`config.mk`:
```
export PLATFORM = sky130hd
export DESIGN_NAME = instruction_loader_flat
export DESIGN_NICKNAME = d
export VERILOG_FILES = /design/src/rtl/instruction_loader_pkg.sv /design/src/rtl/instruction_loader_if.sv /design/src/rtl/instruction_loader_byte_word_assembler.sv /design/src/rtl/instruction_loader.sv /design/src/flat_wrapper.sv
export SDC_FILE = /design/constraint.sdc
export NUM_CORES = 1
export LEC_CHECK = 0
export ABC_CLOCK_PERIOD_IN_PS = 3000
export BUFFER_PORTS_ARGS = -buffer_cell sky130_fd_sc_hd__buf_2
export CAP_MARGIN = 0
export CORE_ASPECT_RATIO = 1.1
export CORE_UTILIZATION = 57
export CTS_CLUSTER_SIZE = 14
export DETAILED_ROUTE_END_ITERATION = 10
export HOLD_SLACK_MARGIN = 0.1
export PLACE_DENSITY_LB_ADDON = 0.3
export SYNTH_ARGS = -nofsm -noshare
export SYNTH_HDL_FRONTEND = slang
export SYNTH_SLANG_ARGS = --single-unit
```
`constraint.sdc`:
```
create_clock -name i_clk -period 3 [get_ports i_clk]
set_clock_uncertainty 0.15 [all_clocks]
set_input_delay 0.3 -clock i_clk [delete_from_list [all_inputs] [get_ports i_clk]]
set_output_delay 0.3 -clock i_clk [all_outputs]
set_load 0.005 [all_outputs]
```
`src/rtl/instruction_loader_pkg.sv`:
```
`default_nettype none
// ------------------------------------------------------------------
// instruction_loader_pkg : shared state encoding and word constants
// Revision 1.0
// ------------------------------------------------------------------
package instruction_loader_pkg;

  localparam int c_INSTR_WIDTH = 32;
  localparam logic [c_INSTR_WIDTH-1:0] c_HALT_WORD_DEFAULT = 32'hFFFF_FFFF;

  typedef enum logic [1:0] {
    ST_IDLE = 2'd0,
    ST_LOAD = 2'd1,
    ST_DONE = 2'd2
  } state_t;

endpackage
`default_nettype wire

```
`src/rtl/instruction_loader_if.sv`:
```
`default_nettype none
// ------------------------------------------------------------------
// instruction_loader_if : byte stream in, instruction-memory write out
// Revision 1.0
// ------------------------------------------------------------------
interface instruction_loader_if;

  logic [7:0]  i_rx_data;
  logic        i_rx_valid;
  logic        o_write_instruction_flag;
  logic [31:0] o_instruction_to_write;
  logic [31:0] o_address_to_write_inst;

  modport master (
    input  i_rx_data,
    input  i_rx_valid,
    output o_write_instruction_flag,
    output o_instruction_to_write,
    output o_address_to_write_inst
  );

  modport slave (
    output i_rx_data,
    output i_rx_valid,
    input  o_write_instruction_flag,
    input  o_instruction_to_write,
    input  o_address_to_write_inst
  );

endinterface
`default_nettype wire

```
`src/rtl/instruction_loader_byte_word_assembler.sv`:
```
`default_nettype none
// ------------------------------------------------------------------
// byte_word_assembler : packs bytes little-endian into 32-bit words
// Revision 1.0
// ------------------------------------------------------------------
module byte_word_assembler
  import instruction_loader_pkg::*;
(
  input  wire logic                     i_clk,
  input  wire logic                     i_reset_n,
  input  wire logic                     i_clear,
  input  wire logic [7:0]               i_byte,
  input  wire logic                     i_valid,
  output logic      [c_INSTR_WIDTH-1:0] o_word,
  output logic                          o_word_valid
);

  logic [1:0]  r_count;
  logic [23:0] r_lanes;

  // Lane 3 is taken straight from the fourth byte so the word is ready on that cycle.
  assign o_word       = {i_byte, r_lanes};
  assign o_word_valid = i_valid && !i_clear && (r_count == 2'd3);

  always_ff @(posedge i_clk or negedge i_reset_n) begin
    if (!i_reset_n) begin
      r_count <= 2'd0;
      r_lanes <= 24'd0;
    end else if (i_clear) begin
      r_count <= 2'd0;
    end else if (i_valid) begin
      r_count <= r_count + 2'd1;
      case (r_count)
        2'd0:    r_lanes[7:0]   <= i_byte;
        2'd1:    r_lanes[15:8]  <= i_byte;
        2'd2:    r_lanes[23:16] <= i_byte;
        default: r_lanes        <= r_lanes;
      endcase
    end
  end

endmodule
`default_nettype wire

```
`src/rtl/instruction_loader.sv`:
```
`default_nettype none
// ------------------------------------------------------------------
// instruction_loader : loads instruction memory from a byte stream
// Revision 1.0
// ------------------------------------------------------------------
module instruction_loader
  import instruction_loader_pkg::*;
#(
  parameter int                         ADDR_WIDTH = 8,
  parameter logic [c_INSTR_WIDTH-1:0]   HALT_WORD  = c_HALT_WORD_DEFAULT
) (
  input  wire logic             i_clk,
  input  wire logic             i_reset_n,
  input  wire logic             i_start,
  instruction_loader_if.master  bus,
  output logic                  o_cpu_halt,
  output logic                  o_busy,
  output logic                  o_done,
  output logic                  o_full
);

  localparam logic [ADDR_WIDTH-1:0] c_LAST_ADDR = {{(ADDR_WIDTH-2){1'b1}}, 2'b00};
  localparam logic [ADDR_WIDTH-1:0] c_ADDR_STEP = ADDR_WIDTH'(4);

  state_t                   r_state;
  state_t                   w_next_state;
  logic [ADDR_WIDTH-1:0]    r_addr;
  logic                     r_wr_flag;
  logic [c_INSTR_WIDTH-1:0] r_wr_data;
  logic [31:0]              r_wr_addr;
  logic                     r_full;

  logic                     w_start_ok;
  logic                     w_rx_valid;
  logic [c_INSTR_WIDTH-1:0] w_word;
  logic                     w_word_valid;
  logic                     w_halt_hit;
  logic                     w_mem_end;

  assign w_start_ok = i_start && (r_state != ST_LOAD);
  assign w_rx_valid = bus.i_rx_valid && (r_state == ST_LOAD);
  assign w_halt_hit = r_wr_flag && (r_wr_data == HALT_WORD);
  assign w_mem_end  = r_wr_flag && (r_addr == c_LAST_ADDR);

  byte_word_assembler u_assembler (
    .i_clk        (i_clk),
    .i_reset_n    (i_reset_n),
    .i_clear      (w_start_ok),
    .i_byte       (bus.i_rx_data),
    .i_valid      (w_rx_valid),
    .o_word       (w_word),
    .o_word_valid (w_word_valid)
  );

  always_ff @(posedge i_clk or negedge i_reset_n) begin
    if (!i_reset_n) r_state <= ST_IDLE;
    else            r_state <= w_next_state;
  end

  always_comb begin
    w_next_state = r_state;
    o_cpu_halt   = 1'b1;
    o_busy       = 1'b0;
    o_done       = 1'b0;
    case (r_state)
      ST_IDLE: begin
        if (i_start) w_next_state = ST_LOAD;
      end
      ST_LOAD: begin
        o_busy = 1'b1;
        if (w_halt_hit || w_mem_end) w_next_state = ST_DONE;
      end
      ST_DONE: begin
        o_cpu_halt = 1'b0;
        o_done     = 1'b1;
        if (i_start) w_next_state = ST_LOAD;
      end
      default: w_next_state = ST_IDLE;
    endcase
  end

  // The strobe cycle is always spent in LOAD, so the address step and exit checks key off r_wr_flag.
  always_ff @(posedge i_clk or negedge i_reset_n) begin
    if (!i_reset_n) begin
      r_addr    <= '0;
      r_wr_flag <= 1'b0;
      r_wr_data <= '0;
      r_wr_addr <= '0;
      r_full    <= 1'b0;
    end else begin
      r_wr_flag <= w_word_valid;
      if (w_word_valid) begin
        r_wr_data <= w_word;
        r_wr_addr <= 32'(r_addr);
      end
      if (w_start_ok) begin
        r_addr <= '0;
        r_full <= 1'b0;
      end else if (r_wr_flag && !w_halt_hit) begin
        if (w_mem_end) r_full <= 1'b1;
        else           r_addr <= r_addr + c_ADDR_STEP;
      end
    end
  end

  assign bus.o_write_instruction_flag = r_wr_flag;
  assign bus.o_instruction_to_write   = r_wr_data;
  assign bus.o_address_to_write_inst  = r_wr_addr;
  assign o_full                       = r_full;

endmodule
`default_nettype wire

```
`src/flat_wrapper.sv`:
```
// flat-port wrapper written by rule: the top's interface ports become plain ports
module instruction_loader_flat import instruction_loader_pkg::*;
#(
  parameter int                         ADDR_WIDTH = 8,
  parameter logic [c_INSTR_WIDTH-1:0]   HALT_WORD  = c_HALT_WORD_DEFAULT
)
  (i_clk, i_reset_n, i_start, o_cpu_halt, o_busy, o_done, o_full, bus_i_rx_data, bus_i_rx_valid, bus_o_write_instruction_flag, bus_o_instruction_to_write, bus_o_address_to_write_inst);
  instruction_loader_if bus_i ();
  input  wire logic i_clk;
  input  wire logic i_reset_n;
  input  wire logic i_start;
  output logic o_cpu_halt;
  output logic o_busy;
  output logic o_done;
  output logic o_full;
  input wire logic [$bits(bus_i.i_rx_data)-1:0] bus_i_rx_data;
  input wire logic [$bits(bus_i.i_rx_valid)-1:0] bus_i_rx_valid;
  output wire logic [$bits(bus_i.o_write_instruction_flag)-1:0] bus_o_write_instruction_flag;
  output wire logic [$bits(bus_i.o_instruction_to_write)-1:0] bus_o_instruction_to_write;
  output wire logic [$bits(bus_i.o_address_to_write_inst)-1:0] bus_o_address_to_write_inst;
  assign bus_i.i_rx_data = bus_i_rx_data;
  assign bus_i.i_rx_valid = bus_i_rx_valid;
  assign bus_o_write_instruction_flag = bus_i.o_write_instruction_flag;
  assign bus_o_instruction_to_write = bus_i.o_instruction_to_write;
  assign bus_o_address_to_write_inst = bus_i.o_address_to_write_inst;
  instruction_loader #(.ADDR_WIDTH(ADDR_WIDTH), .HALT_WORD(HALT_WORD)) u_core (.i_clk(i_clk), .i_reset_n(i_reset_n), .i_start(i_start), .bus(bus_i), .o_cpu_halt(o_cpu_halt), .o_busy(o_busy), .o_done(o_done), .o_full(o_full));
endmodule
```
==> results.sh, run 1 <==
export IMPL_status="complete, no violations"
export IMPL_avgRoutedWirePerCell_um=14.87
export IMPL_syn_to_final_growth_pct=12.40
export IMPL_diodes=0
export IMPL_ys_seq_elements=74
export IMPL_irDropWorstVdd_v=0.0003875
export IMPL_drc=0
export IMPL_insertion_delay_ns=0.33
export IMPL_m1WireLength_um=2556
export IMPL_synthTopCellsByArea="dfrtp_1, mux2_2, buf_4"
export IMPL_tightest_slew_ns=0.7257
export IMPL_finalWorstSetupSlack_ns=0.9694
export IMPL_ys_top_cells_by_count="dfrtp_1, mux2_2, buf_4"
export IMPL_critPathKind="flop to flop"
export IMPL_die_area_sq_mm=0.006099
export IMPL_leakage_nw=1.821
export IMPL_async_flop_share=1.000
export IMPL_setup_viol=0
export IMPL_top_layer_used="met4"
export IMPL_ys_warn_count=0
export IMPL_io_buffers=54
export IMPL_yosys_cell_types_count=33
export IMPL_gp_routability_congestion=0.7528
export IMPL_post_cts_resized=0
export IMPL_synth_seq_area_share=0.5610
export IMPL_final_nets=318
export IMPL_grt_pass1_vias=1883
export IMPL_grt_max_degree=44
export IMPL_die_h_um=81.81
export IMPL_fin_crit_sh=0.6769
export IMPL_syn_inst=240
export IMPL_wl_met3_um=181
export IMPL_ant_nets=0
export IMPL_synth_top_area_share=0.5610
export IMPL_grt_overflow=0
export IMPL_period_minus_slack_ns=2.031
export IMPL_relSlewSlack=0.5162
export IMPL_comb_power_share=0.275
export IMPL_maxCapViolCount=0
export IMPL_numCtsBuffers=9
export IMPL_cts_buffer_depth=2
export IMPL_dr_wl_met2_um=2800
export IMPL_dpl_worst_slack_ns=0.9685
export IMPL_rsz0062_at_grt="false"
export IMPL_hold_path_class="primary input to flop"
export IMPL_synth_edf_count=0
export IMPL_p_switching_mw=0.9992
export IMPL_utilization=0.6788
export IMPL_ioPinCount=81
export IMPL_power_share_sequential=0.523
export IMPL_vias_per_cell=5.092
export IMPL_cellInternalPower_mw=2.328
export IMPL_syn_cell_area_sq_mm=0.003301
export IMPL_hold_viol=0
export IMPL_post_cts_buffers=0
export IMPL_cts_sinks=74
export IMPL_swShare=0.3003
export IMPL_dr_total_vias=1935
export IMPL_crit_slowest_cell="mux2_1"
export IMPL_path_cells="nand2b_4, inv_2, and2_1, nand2_4, mux2_1"
export IMPL_cp_required_ns=3.07
export IMPL_power_density_mw_per_mm2=897.0
export IMPL_rows=28
export IMPL_antenna_found_initial=0
export IMPL_crit_arrival_ns=2.10
export IMPL_hpwl_um=4091
export IMPL_critPathLaunchType="flop"
export IMPL_cp_max_fo=41
export IMPL_drtPass1Iterations=4
export IMPL_p_total_mw=3.328
export IMPL_drive_gt1_frac=0.4787
export IMPL_die_w_um=74.56
export IMPL_grt_pass1_wl_um=9315
export IMPL_tns_ns=0
export IMPL_fillers=439
export IMPL_start_util=0.6039
export IMPL_cts_tree="built"
export IMPL_slew_violations=0
export IMPL_path_clk_slew_ns=0.07
export IMPL_max_freq_mhz=492.5
export IMPL_slowest_delay_ns=0.42
export IMPL_grt_usage=0.2131
export IMPL_fp_coreArea_sq_mm=0.005465
export IMPL_crit_path_end_kind="flop"
export IMPL_drt_iter0_markers=113
export IMPL_avgSynthCellArea_sq_um=13.75
export IMPL_synth_top_area_cell="dfrtp_1"
export IMPL_htreeDepth=3
export IMPL_synth_most_common_cell="dfrtp_1"
export IMPL_wl_um=5649
export IMPL_ys_dominant_reg_cell="dfrtp_1"
export IMPL_power_frac_clock=0.202
export IMPL_clockRootBuffer="clkbuf_8"
-- critical path, delay by kind of cell, from the launching register on --
family | cells | cell delay, ns
DFF | 1 | 0.38
and+or+nand+nor | 3 | 0.86
buffers and inverters | 1 | 0.07
muxes | 1 | 0.42
-- final timing paths --
| check | startpoint | end | slack, ns | cells past startpoint |
|---|---|---|---|---|
| hold / removal | bus_i_rx_data[4] | u_core.bus.o_instruction_to_write[28]$_DFFE_PN0P_ | 0.12 | 2 |
| hold reg to reg | u_core.bus.o_address_to_write_inst[6]$_DFFE_PN0P_ | u_core.bus.o_address_to_write_inst[6]$_DFFE_PN0P_ | 0.33 | 2 |
| setup reg to reg | u_core.r_state[1]$_DFFE_PN0P_ | u_core.bus.o_address_to_write_inst[2]$_DFFE_PN0P_ | 0.97 | 5 |
| setup / recovery | u_core.r_state[1]$_DFFE_PN0P_ | u_core.bus.o_address_to_write_inst[2]$_DFFE_PN0P_ | 0.97 | 5 |
| min in group asynchronous | i_reset_n | u_core.bus.o_instruction_to_write[2]$_DFFE_PN0P_ | 0.42 | 2 |
| max in group asynchronous | i_reset_n | u_core.u_assembler.r_lanes[16]$_DFFE_PN0P_ | 1.62 | 3 |
-- per-stage QoR --
step	hold WS (ns)	instance area, sq um	cells
finish	0.1231	3710	380
global route	0.1252	3710	380
CTS	0.1103	3710	380
detailed placement	0.2467	3520	363
global placement	0.2510	3520	363
floorplan	-0.1456	3395	265
-- cells by family after synthesis --
| family | after synthesis | synth area share |
|---|---|---|
| buf+inv | 41 | 0.08870 |
| xor+xnor | 1 | 0.002654 |
| other cells | 1 | 0.001136 |
| fa+ha+maj | 5 | 0.01895 |
| compound gates | 15 | 0.03336 |
| mux | 61 | 0.2081 |
| flops | 74 | 0.5610 |
| simple gates | 42 | 0.08605 |
-- state kept, by name, indices dropped and copies added, names as in the netlist --
register / cells
u_core.u_assembler.r_count: 2
u_core.u_assembler.r_lanes: 24
u_core.r_addr: 6
u_core.bus.o_address_to_write_inst: 6
u_core.o_full: 1
u_core.r_state: 2
u_core.bus.o_write_instruction_flag: 1
u_core.bus.o_instruction_to_write: 32
-- placed cells by master (no fill, tap or decap), types with 3 or more instances in the layout --
master,instances
nand2_2,3
mux2_2,60
clkbuf_8,11
conb_1,26
dfrtp_1,74
nand2_1,9
nand4_1,8
buf_2,54
inv_1,8
clkinv_2,3
nand3_1,3
ha_1,5
nor2_1,7
o21ai_0,3
-- area by class of cell --
cell class                 instances  area [sq um]  area share
sequential                        74          1852      0.4992
multi-input combinational        150          1250      0.3369
timing repair buffer              57         310.3     0.08364
inverter                           9         33.78    0.009106
clock buffer                      12         155.1     0.04182
clock inverter                     3         15.01    0.004047
tap                               75         93.84     0.02530
-- layer usage --
| layer | GRT usage | vias up |
|---|---|---|
| met2 | 0.3441 | 47 |
| li1 | - | 904 |
| met4 | 0.1075 | 0 |
| met3 | 0.04049 | 10 |
| met1 | 0.2744 | 974 |
| met5 | 0 | - |
-- power groups by stage --
stage | sequential, mW | combinational [mW] | clock, mW
6_report | 1.74 | 0.916 | 0.672
5_1_grt | 1.80 | 1.04 | 0.725
4_1_cts | 1.74 | 0.933 | 0.676
3_5_place_dp | 1.76 | 0.930 | 0
3_3_place_gp | 1.74 | 0.898 | 0
2_1_floorplan | 1.71 | 0.585 | 0
-- timing repair --
action | in CTS | in global routing
setup endpoints to repair | 0 | 0
hold buffers | 2 | 0
endpoints found under the hold margin | 32 | 0
Power figures use the tool's default switching activity.
==> run 2: changes to the inputs <==
--- a/config.mk
+++ b/config.mk
@@ -5,11 +5,12 @@
 export SDC_FILE = /design/constraint.sdc
 export NUM_CORES = 1
 export LEC_CHECK = 0
-export ABC_CLOCK_PERIOD_IN_PS = 3000
+export ABC_AREA = 1
+export ABC_CLOCK_PERIOD_IN_PS = 1800
 export BUFFER_PORTS_ARGS = -buffer_cell sky130_fd_sc_hd__buf_2
 export CAP_MARGIN = 0
 export CORE_ASPECT_RATIO = 1.1
-export CORE_UTILIZATION = 57
+export CORE_UTILIZATION = 48
 export CTS_CLUSTER_SIZE = 14
 export DETAILED_ROUTE_END_ITERATION = 10
 export HOLD_SLACK_MARGIN = 0.1
==> constraint.sdc (replaced) <==
create_clock -name i_clk -period 1.8 [get_ports i_clk]
set_clock_uncertainty 0.15 [all_clocks]
set_input_delay 0.18 -clock i_clk [delete_from_list [all_inputs] [get_ports i_clk]]
set_output_delay 0.18 -clock i_clk [all_outputs]
set_load 0.005 [all_outputs]
==> run 2 against run 1 <==
Combinational power grew 74%; sequential cell count stayed put; die area increased by 17%; sequential share of layout area is 2.4 points lower; hold slack better by 0.092 ns; first-iteration DRC count rose by 60%; largest power group unchanged; clock power up 89%; via count increased by 32%; design area grew 5.0%; maximum frequency grew 25%; power rose by 72%; critical endpoint is now u_core.r_addr[6]$_DFFE_PN0P_; count of clock-buffer cells in the layout decreased by 1.
==> results.sh, run 2 <==
export IMPL_status="complete, no violations"
export IMPL_gp_routability_congestion=0.7816
export IMPL_final_nets=470
export IMPL_syn_to_final_growth_pct=18.91
export IMPL_fp_coreArea_sq_mm=0.006594
export IMPL_drt_iter0_markers=181
export IMPL_hold_path_class="primary input to asynchronous set/reset pin"
export IMPL_cts_tree="built"
export IMPL_cp_required_ns=1.89
export IMPL_async_flop_share=1.000
export IMPL_grt_usage=0.2093
export IMPL_path_clk_slew_ns=0.08
export IMPL_ys_dominant_reg_cell="dfrtp_1"
export IMPL_critPathLaunchType="flop"
export IMPL_cts_sinks=74
export IMPL_crit_arrival_ns=1.71
export IMPL_power_share_sequential=0.499
export IMPL_relSlewSlack=0.6113
export IMPL_yosys_cell_types_count=22
export IMPL_period_minus_slack_ns=1.624
export IMPL_layout_common_cells="nand2_1, dfrtp_1, buf_2"
export IMPL_p_total_mw=5.708
export IMPL_clockRootBuffer="clkbuf_8"
export IMPL_setup_viol=0
export IMPL_dpl_worst_slack_ns=0.04378
export IMPL_cts_buffer_depth=2
export IMPL_p_switching_mw=1.939
export IMPL_numCtsBuffers=9
export IMPL_diodes=0
export IMPL_irDropWorstVdd_v=0.0006897
export IMPL_hold_viol=0
export IMPL_fin_area_sq_mm=0.003895
export IMPL_io_buffers=54
export IMPL_rows=31
export IMPL_placed_area_sq_mm=0.003567
export IMPL_vias_per_cell=4.719
export IMPL_ys_warn_count=0
export IMPL_avgRoutedWirePerCell_um=12.35
export IMPL_grt_overflow=0
export IMPL_insertion_delay_ns=0.35
export IMPL_fin_crit_sh=0.9020
export IMPL_drtPass1Iterations=4
export IMPL_power_density_mw_per_mm2=1466
export IMPL_fillers=592
export IMPL_slew_violations=0
export IMPL_drive_gt1_frac=0.1987
export IMPL_ys_top_cells_by_count="nand2_1, dfrtp_1, o21ai_0"
export IMPL_leakage_nw=2.130
export IMPL_critPathKind="flop to flop"
export IMPL_synth_most_common_cell="nand2_1"
export IMPL_comb_power_share=0.278
export IMPL_power_frac_clock=0.223
export IMPL_avgSynthCellArea_sq_um=8.620
export IMPL_grt_pass1_vias=2354
export IMPL_layout_commonest_cell="nand2_1"
export IMPL_fin_cells=540
export IMPL_drc=0
export IMPL_largest_register_ffs=32
export IMPL_fin_hold_ws_ns=0.2149
export IMPL_hpwl_um=4626
export IMPL_cp_max_fo=6
export IMPL_dp_cells=511
export IMPL_synth_edf_count=0
export IMPL_grt_max_degree=33
export IMPL_die_w_um=80.77
export IMPL_synth_top_area_share=0.5653
export IMPL_ff_latch_area_sq_mm=0.001852
export IMPL_wl_um=6669
export IMPL_syn_cell_area_sq_mm=0.003276
export IMPL_die_area_sq_mm=0.007159
export IMPL_finalWorstSetupSlack_ns=0.1765
export IMPL_tns_ns=0
export IMPL_max_freq_mhz=615.9
export IMPL_multi_input_area_sq_mm=0.001180
export IMPL_swShare=0.3397
export IMPL_syn_inst=380
export IMPL_ioPinCount=81
export IMPL_ant_nets=0
export IMPL_crit_path_end_kind="flop"
export IMPL_tightest_slew_ns=0.5831
export IMPL_htreeDepth=3
export IMPL_synth_top_area_cell="dfrtp_1"
export IMPL_dr_total_vias=2548
export IMPL_start_util=0.4968
export IMPL_synthTopCellsByArea="dfrtp_1, nand2_1, buf_4"
export IMPL_antenna_found_initial=0
export IMPL_grt_pass1_wl_um=10980
export IMPL_synth_seq_area_share=0.5653
export IMPL_cellInternalPower_mw=3.769
export IMPL_utilization=0.5907
export IMPL_die_h_um=88.64
export IMPL_maxCapViolCount=0
export IMPL_ys_seq_elements=74
[run 2: kinds of logic (layout without fill, tap and decap cells)]
family	Yosys count	after routing	share of synthesized area
compound gates	41	41	0.06264
xor+xnor	1	1	0.002674
fa+ha+maj	5	5	0.01910
buf+inv	58	111	0.1054
flops	74	74	0.5653
other cells	1	26	0.001145
simple gates	200	200	0.2437
[run 2: power groups by stage]
stage	clock network, mW	logic [mW]	registers, mW
after global placement	0	1.52	2.84
after detailed placement	0	1.56	2.87
after floorplan	0	0.950	2.84
after global routing	1.37	1.87	2.96
after CTS	1.29	1.59	2.85
final	1.27	1.59	2.85
[run 2: layer usage]
layer	global-route usage	routed length, um
met1	0.2724	2976
met2	0.3297	3191
met3	0.05155	344
met4	0.09903	155
met5	0	0
[run 2: final timing paths]
check | cells past startpoint | end | slack (ns) | start
setup / recovery | 8 | u_core.r_addr[6]$_DFFE_PN0P_ | 0.18 | u_core.r_addr[2]$_DFFE_PN0P_
hold / removal | 2 | u_core.bus.o_instruction_to_write[6]$_DFFE_PN0P_ | 0.21 | i_reset_n
setup reg to reg | 8 | u_core.r_addr[6]$_DFFE_PN0P_ | 0.18 | u_core.r_addr[2]$_DFFE_PN0P_
hold reg to reg | 2 | u_core.bus.o_instruction_to_write[0]$_DFFE_PN0P_ | 0.32 | u_core.u_assembler.r_lanes[0]$_DFFE_PN0P_
max in group asynchronous | 3 | u_core.bus.o_instruction_to_write[22]$_DFFE_PN0P_ | 0.71 | i_reset_n
min in group i_clk | 2 | u_core.bus.o_instruction_to_write[0]$_DFFE_PN0P_ | 0.32 | u_core.u_assembler.r_lanes[0]$_DFFE_PN0P_
[run 2: critical path, stage by stage, from the launching register on]
cell     delay [ns]
dfrtp_1        0.41
ha_1           0.19
nand2_1        0.09
nor2_2         0.14
nand4_1        0.14
nand3_2        0.15
nand2_2        0.11
nand2_1        0.08
nand2_1        0.05
[run 2: layout make-up]
cell class | instances | area share
Sequential cell | 74 | 0.4754
Multi-Input combinational cell | 273 | 0.3029
Timing Repair Buffer | 74 | 0.1246
Clock buffer | 11 | 0.03630
Tap cell | 82 | 0.02634
Inverter | 21 | 0.02056
Clock inverter | 5 | 0.01381
[run 2: repair_timing]
item / CTS / global route
setup buffers: 0 / 2
endpoints found under the hold margin: 78 / 0
endpoints found under the setup margin: 0 / 6
hold buffers: 11 / 0
gates resized for setup: 0 / 2
